### src/rtl/ysyx_23060096_alu_pkg.sv
// ysyx_23060096_alu_pkg: opcodes, flag bit positions and FSM encoding for the pipelined ALU.
package ysyx_23060096_alu_pkg;
  localparam logic [3:0] ALU_ADD  = 4'd0;
  localparam logic [3:0] ALU_SUB  = 4'd1;
  localparam logic [3:0] ALU_NOT  = 4'd2;
  localparam logic [3:0] ALU_AND  = 4'd3;
  localparam logic [3:0] ALU_OR   = 4'd4;
  localparam logic [3:0] ALU_XOR  = 4'd5;
  localparam logic [3:0] ALU_SLT  = 4'd6;
  localparam logic [3:0] ALU_SEQ  = 4'd7;
  localparam logic [3:0] ALU_SLTU = 4'd8;
  localparam logic [3:0] ALU_SLL  = 4'd9;
  localparam logic [3:0] ALU_SRL  = 4'd10;
  localparam logic [3:0] ALU_SRA  = 4'd11;
  localparam logic [3:0] ALU_MUL  = 4'd12;
  localparam int FLG_ZERO  = 0;
  localparam int FLG_CARRY = 1;
  localparam int FLG_OVF   = 2;
  localparam int FLG_ILL   = 3;
  localparam logic [0:0] ST_IDLE     = 1'b0;
  localparam logic [0:0] ST_MUL_BUSY = 1'b1;
endpackage

### src/rtl/ysyx_23060096_alu_addsub.sv
// ysyx_23060096_alu_addsub: combinational add/sub; o_carry reads as borrow when subtracting.
module ysyx_23060096_alu_addsub #(
  parameter int WIDTH = 32
) (
  input  logic [WIDTH-1:0] i_a,
  input  logic [WIDTH-1:0] i_b,
  input  logic             i_sub,
  output logic [WIDTH-1:0] o_sum,
  output logic             o_carry,
  output logic             o_ovf
);
  logic [WIDTH-1:0] w_b;
  logic [WIDTH:0]   w_ext;
  assign w_b     = i_sub ? ~i_b : i_b;
  assign w_ext   = {1'b0, i_a} + {1'b0, w_b} + {{WIDTH{1'b0}}, i_sub};
  assign o_sum   = w_ext[WIDTH-1:0];
  assign o_carry = w_ext[WIDTH] ^ i_sub;
  assign o_ovf   = (i_a[WIDTH-1] == w_b[WIDTH-1]) & (o_sum[WIDTH-1] != i_a[WIDTH-1]);
endmodule

### src/rtl/ysyx_23060096_alu_pipe.sv
// ysyx_23060096_alu_pipe: registered WIDTH-bit ALU with valid/ready on both sides.
// Define YSYX_23060096_ALU_MUL_EN to add the iterative shift-add multiplier on op 12.
module ysyx_23060096_alu_pipe
  import ysyx_23060096_alu_pkg::*;
#(
  parameter  int WIDTH = 32,
  localparam int SHW   = $clog2(WIDTH)
) (
  input  logic             clk,
  input  logic             rst_n,
  input  logic             in_valid,
  output logic             in_ready,
  input  logic [WIDTH-1:0] in_a,
  input  logic [WIDTH-1:0] in_b,
  input  logic [3:0]       in_op,
  output logic             out_valid,
  input  logic             out_ready,
  output logic [WIDTH-1:0] out_res,
  output logic [3:0]       out_flags
);
  logic             w_idle, w_acc, w_lt, w_carry, w_ovf, w_mul_start;
  logic [WIDTH-1:0] w_sum, w_res;
  logic [3:0]       w_flags;
  logic [SHW-1:0]   w_sh;
  logic             r_out_valid;
  logic [WIDTH-1:0] r_res;
  logic [3:0]       r_flags;
  assign w_sh = in_b[SHW-1:0];
  ysyx_23060096_alu_addsub #(.WIDTH(WIDTH)) u_addsub (
    .i_a(in_a), .i_b(in_b), .i_sub(in_op != ALU_ADD),
    .o_sum(w_sum), .o_carry(w_carry), .o_ovf(w_ovf)
  );
  assign w_lt = w_sum[WIDTH-1] ^ w_ovf;
  always_comb begin
    w_res   = '0;
    w_flags = '0;
    case (in_op)
      ALU_ADD, ALU_SUB: begin
        w_res            = w_sum;
        w_flags[FLG_CARRY] = w_carry;
        w_flags[FLG_OVF]   = w_ovf;
      end
      ALU_NOT:  w_res = ~in_a;
      ALU_AND:  w_res = in_a & in_b;
      ALU_OR:   w_res = in_a | in_b;
      ALU_XOR:  w_res = in_a ^ in_b;
      ALU_SLT:  w_res = {{(WIDTH-1){1'b0}}, w_lt};
      ALU_SEQ:  w_res = {{(WIDTH-1){1'b0}}, in_a == in_b};
      ALU_SLTU: w_res = {{(WIDTH-1){1'b0}}, w_carry};
      ALU_SLL:  w_res = in_a << w_sh;
      ALU_SRL:  w_res = in_a >> w_sh;
      ALU_SRA:  w_res = WIDTH'($signed(in_a) >>> w_sh);
`ifdef YSYX_23060096_ALU_MUL_EN
      ALU_MUL:  w_res = '0;
`endif
      default:  w_flags[FLG_ILL] = 1'b1;
    endcase
    w_flags[FLG_ZERO] = (w_res == '0);
  end
  assign in_ready = w_idle & (!r_out_valid | out_ready);
  assign w_acc    = in_valid & in_ready;
`ifdef YSYX_23060096_ALU_MUL_EN
  logic             r_state;
  logic [WIDTH-1:0] r_mcand, r_mplier, r_acc;
  logic [SHW-1:0]   r_cnt;
  logic [WIDTH-1:0] w_mul_nxt;
  logic             w_mul_done;
  assign w_idle      = (r_state == ST_IDLE);
  assign w_mul_start = w_acc & (in_op == ALU_MUL);
  assign w_mul_done  = (r_state == ST_MUL_BUSY) & (r_cnt == SHW'(WIDTH-1));
  assign w_mul_nxt   = r_acc + (r_mplier[0] ? r_mcand : '0);
  // one partial product per cycle; the last step feeds the result register directly
  always_ff @(posedge clk or negedge rst_n) begin
    if (!rst_n) begin
      r_state  <= ST_IDLE;
      r_mcand  <= '0;
      r_mplier <= '0;
      r_acc    <= '0;
      r_cnt    <= '0;
    end else if (r_state == ST_IDLE) begin
      if (w_mul_start) begin
        r_state  <= ST_MUL_BUSY;
        r_mcand  <= in_a;
        r_mplier <= in_b;
        r_acc    <= '0;
        r_cnt    <= '0;
      end
    end else begin
      r_acc    <= w_mul_nxt;
      r_mcand  <= r_mcand << 1;
      r_mplier <= r_mplier >> 1;
      r_cnt    <= r_cnt + 1'b1;
      if (w_mul_done) r_state <= ST_IDLE;
    end
  end
`else
  assign w_idle      = 1'b1;
  assign w_mul_start = 1'b0;
`endif
  always_ff @(posedge clk or negedge rst_n) begin
    if (!rst_n) begin
      r_out_valid <= 1'b0;
      r_res       <= '0;
      r_flags     <= '0;
    end else begin
      if (w_acc) begin
        r_out_valid <= !w_mul_start;
        r_res       <= w_res;
        r_flags     <= w_flags;
      end else if (out_ready) begin
        r_out_valid <= 1'b0;
      end
`ifdef YSYX_23060096_ALU_MUL_EN
      if (w_mul_done) begin
        r_out_valid <= 1'b1;
        r_res       <= w_mul_nxt;
        r_flags     <= {3'b000, w_mul_nxt == '0};
      end
`endif
    end
  end
  assign out_valid = r_out_valid;
  assign out_res   = r_res;
  assign out_flags = r_flags;
endmodule

### config.mk
export PLATFORM = sky130hd
export DESIGN_NAME = ysyx_23060096_alu_pipe
export DESIGN_NICKNAME = d
export VERILOG_FILES = /design/src/rtl/ysyx_23060096_alu_pkg.sv /design/src/rtl/ysyx_23060096_alu_addsub.sv /design/src/rtl/ysyx_23060096_alu_pipe.sv
export SDC_FILE = /design/constraint.sdc
export NUM_CORES = 1
export LEC_CHECK = 0
export ABC_CLOCK_PERIOD_IN_PS = 2340
export CORE_MARGIN = 1
export CORE_UTILIZATION = 54
export DETAILED_ROUTE_END_ITERATION = 12
export GPL_TIMING_DRIVEN = 1
export HOLD_SLACK_MARGIN = 0.12
export PLACE_DENSITY_LB_ADDON = 0.2
export REMOVE_ABC_BUFFERS = 1
export SLEW_MARGIN = 20
export SYNTH_ARGS = -nofsm -noshare
export SYNTH_HDL_FRONTEND = slang
export SYNTH_SLANG_ARGS = --single-unit
### constraint.sdc
create_clock -name clk -period 2.34 [get_ports clk]
set_input_delay 0.468 -clock clk [delete_from_list [all_inputs] [get_ports clk]]
set_output_delay 0.468 -clock clk [all_outputs]
set_load 0.1 [all_outputs]
==> metrics.cfg, run 1 <==
[status]
outcome=stopped before the end
haltStage=global routing (5_1_grt)
error=[ERROR GRT-0232] Routing congestion too high. Check the congestion heatmap in the GUI.

[clock_tree]
htreeDepth=2
cts_made_buffers=5
ctsHoldBuffers=0
clock_sinks=37
ctsLongestPathBuffers=2
cts-root-buf=clkbuf_16

[synth]
syn_avg_cell_area_um2=7.43
synth-async-reset-ratio=1.00
synth_cell_types=85
syn-cell-area_um2=10200
synth_top_area_cell=ha_1
synth_edf_count=0
ys_seq_area_frac=0.0904
synth_top_flop_cell=dfrtp_1
yosys_warnings=0
yosysTopAreaCellShare=0.117
ys_seq_elements=37
netlist_top_cells_area=ha_1 12%, mux4_2 9.7%, dfrtp_1 9.0%
synth_cells=1379

[placement]
hpwl_um=43400
dp_cells=2138
gp_congestion=1.13
port_buffers=109

[floorplan]
dieWidth_um=140
pin_count=110
fp.dieH_um=140
start_util=0.550
num_rows=50

[sta]
grt-worst-endpoint=out_flags[0]$_DFFE_PN0P_/D
worst-ep-kind=register data pin

[global_routing]
grt-ovfl-total=322
grt_use_total=0.877
grt_max_degree=53

==> timing repair <==
action	CTS
pin swaps	55
setup endpoints to repair	35
buffers inserted	22
resized for setup	135
==> kinds of logic after synthesis <==
family	after synthesis	share of synthesized area
mux	134	0.188
simple gates	431	0.197
buf+inv	195	0.0773
fa+ha+maj	97	0.119
compound gates	435	0.285
xor+xnor	50	0.0427
flops	37	0.0904
==> routing by layer <==
metal / global-route usage / GRT overflow
met5: 0.449 / 1
met4: 0.902 / 101
met3: 0.753 / 21
met2: 1.01 / 193
met1: 0.869 / 6
==> synthesized netlist by cell type, types with 13 or more instances <==
library cell and instances:
mux2_2 31, nand2b_1 15, buf_2 21, ha_1 96, mux2i_1 59, a211oi_1 21
nor3_1 25, nor2_1 106, o221ai_1 13, mux4_2 44, nand3_1 25, dfrtp_1 37
o211ai_1 21, clkbuf_1 86, o21ai_0 98, a22oi_1 16, a21oi_1 95, o22ai_1 29
a31oi_1 15, nand4_1 15, nand2_1 169, xnor2_1 43, inv_1 70
==> metrics by stage <==
stage | instance area (um2) | setup slack (ns)
CTS | 15900 | -1.73
detailed placement | 15200 | -2.77
global placement | 15200 | -2.55
floorplan | 9730 | -5.45
==> inputs of run 2 (changes only) <==
Settings changed: ABC_CLOCK_PERIOD_IN_PS 2340 to 3050, CORE_UTILIZATION 54 to 40, HOLD_SLACK_MARGIN 0.12 to default, PLACE_DENSITY_LB_ADDON 0.2 to 0.15.
Clock period 2.34 ns to 3.05 ns, I/O delays scaled along.
==> run 2 against run 1 <==
Net effect: the flow now finishes, with violations (negative setup slack); synthesized area unchanged; synthesized cell count unchanged.
==> metrics.cfg, run 2 <==
[final_layout]
drive_above_1_share=0.459
largest_reg_flops=32
layout_commonest_cell=buf_4
nets=2163
multi_input_area_um2=9560
layout_common_cells=616 x buf_4, 156 x nand2_1, 100 x nor2_1, 88 x ha_1, 70 x a21oi_1
final-seq-area_um2=926
fillers=2111
syn2layout_area_growth_pct=68.2
stdcell_count=2324

[floorplan]
dieWidth_um=162  ; +16%
num_rows=58  ; +16%
dieArea_um2=26300
fp.dieH_um=162  ; +16%
core_area_um2=25200
pin_count=110  ; unchanged
start_util=0.407  ; -0.143

[synth]
synth_edf_count=0  ; unchanged
ys_seq_area_frac=0.0904  ; unchanged
yosysMostFrequentCell=nand2_1
synth_top_cells_by_count=169 x nand2_1, 106 x nor2_1, 98 x o21ai_0
syn-cell-area_um2=10200  ; unchanged
synth_top_flop_cell=dfrtp_1
ys_seq_elements=37  ; unchanged
yosysTopAreaCellShare=0.117  ; unchanged
netlist_top_cells_area=ha_1 12%, mux4_2 9.7%, dfrtp_1 9.0%
syn_avg_cell_area_um2=7.43  ; unchanged
synth_top_area_cell=ha_1
synth_cell_types=85  ; unchanged
yosys_warnings=0  ; unchanged
synth-async-reset-ratio=1.00  ; unchanged
synth_cells=1379  ; unchanged

[setup_path]
critPathMaxFanout=5
regToRegEndpoint=out_flags[0]
end_kind=flip-flop
path_class=in -> reg
ff2ff_path_depth=11
critPathLaunchType=input pin
crit_arrival_ns=4.37
required_ns=3.25
regToRegSetupSlack_ns=0.36
timing.rr.start=out_valid

[sta]
period_needed_ns=4.17
finalMaxSlewViolations=0
skew_ns=0.00674
setup_ws_ns=-1.12
setup_viol=33
fmax_mhz=240
timing.setup.tns_ns=-16.05
min_period_over_period=1.37
worst_slew_pin_slew_ns=0.891
rsz0062_at_grt=true
slew_headroom=0.406
hold_viol=0

[power_and_ir_drop]
power_density_nw_per_um2=302
p_leak_nw=7.97
ir_drop_mv=0.517

[detailed_routing]
route.detailed.drc=0
drt_pass1_iterations=9
totalWireLength_um=59700
drt_iter0_drc=1816
ant_nets=0
avgRoutedWirePerCell_um=25.7
via_count=14500
vias_per_cell=6.22

[clock_tree]
insertion_delay_ns=0.30
cts_made_buffers=5  ; unchanged
ctsHoldBuffers=0  ; unchanged
htreeDepth=2  ; unchanged
ctsLongestPathBuffers=2  ; unchanged
cts-root-buf=clkbuf_16
cts_tree=yes
clock_sinks=37  ; unchanged
cts.reportedPaths.clkPinSlew_ns=0.06

[placement]
hpwl_um=47200  ; +8.8%
port_buffers=109  ; unchanged
dp_cells=2266  ; +6.0%
gp_congestion=1.08  ; -3.7%

[status]
violations=negative setup slack
outcome=complete, but fails checks

[global_routing]
grt_first_pass_wirelength_um=84600
grt_pass1_vias=13600
grt-ovfl-total=0
grt_max_degree=53
antenna_found_initial=1
grt_use_total=0.435

[worst_hold_path]
hp-class=in -> async

[job]
cap_violations=0

-- run 2: cell counts after synthesis --
Identical to the previous run, type by type.
-- run 2: worst max-delay path by stage --
stage,start,end,slack (ns),cells past startpoint
final,in_a[4],out_flags[0],-1.12,12
after global routing,in_op[1],out_flags[0],-1.27,19
after CTS,in_op[2],out_flags[0],-1.08,20
after detailed placement,in_op[0],out_flags[0],-1.93,19
after global placement,in_op[0],out_flags[0],-1.92,18
after floorplan,in_op[1],out_flags[0],-4.88,14
-- run 2: worst max-delay path: stages --
cell,delay (ns)
clkdlybuf4s50_1,0.61
mux4_2,0.57
mux4_2,0.53
nand2_1,0.13
a31oi_1,0.19
a211o_1,0.35
or3_4,0.38
nor4_4,0.30
nor4b_4,0.24
buf_4,0.16
nand4_1,0.09
o41ai_2,0.20
-- run 2: per-stage QoR --
step                      hold WS (ns)  instance area, um2  power (mW)  utilization  setup WS (ns)
after global placement           0.468               15500        4.04        0.617          -1.92
after floorplan                  0.314                9730        2.34            -          -4.88
after detailed placement         0.474               15500        4.07        0.617          -1.93
after global routing             0.496               17200        5.40        0.684          -1.27
final                            0.433               17200        5.21        0.685          -1.12
after CTS                        0.444               16400        4.81        0.652          -1.08
-- run 2: report_power, final --
| part | internal (mW) | leakage [nW] | switching, mW | total, mW |
|---|---|---|---|---|
| logic | 1.74 | 7.42 | 2.34 | 4.08 |
| registers | 0.568 | 0.476 | 0.0466 | 0.615 |
| clock network | 0.293 | 0.0655 | 0.215 | 0.508 |
-- run 2: cells by family (layout without fill, tap and decap cells) --
logic type,count (synthesis),count (layout),share of synthesized area
AOI/OAI and AO/OA,435,435,0.285
xor gates and xnor gates,50,50,0.0427
adders and majority gates,97,97,0.119
buffers and inverters,195,809,0.0773
DFF,37,37,0.0904
muxes,134,134,0.188
other,0,1,0
and+or+nand+nor,431,431,0.197
-- run 2: final cells by class --
type                       instances  area share
antenna                            1    0.000145
tap                              330      0.0240
clock buffer                       5     0.00726
timing repair buffer             730       0.344
clock inverter                     1    0.000290
multi-input combinational       1147       0.555
sequential                        37      0.0537
inverter                          73      0.0159
-- run 2: timing repair --
item / 4_1_cts / 5_1_grt
setup endpoints to repair: 35 / 35
gates resized for setup: 149 / 139
endpoints found under the hold margin: 0 / 0
buffers inserted: 38 / 22
gates cloned: 1 / 0
pin swaps: 73 / 86
-- run 2: routing by layer --
layer,share of wire,vias up,GRT usage
li1,-,6392,-
met1,0.40,6945,0.576
met2,0.44,916,0.684
met3,0.10,198,0.0817
met4,0.057,2,0.193
met5,0.00047,-,0
Power figures use the tool's default switching activity.
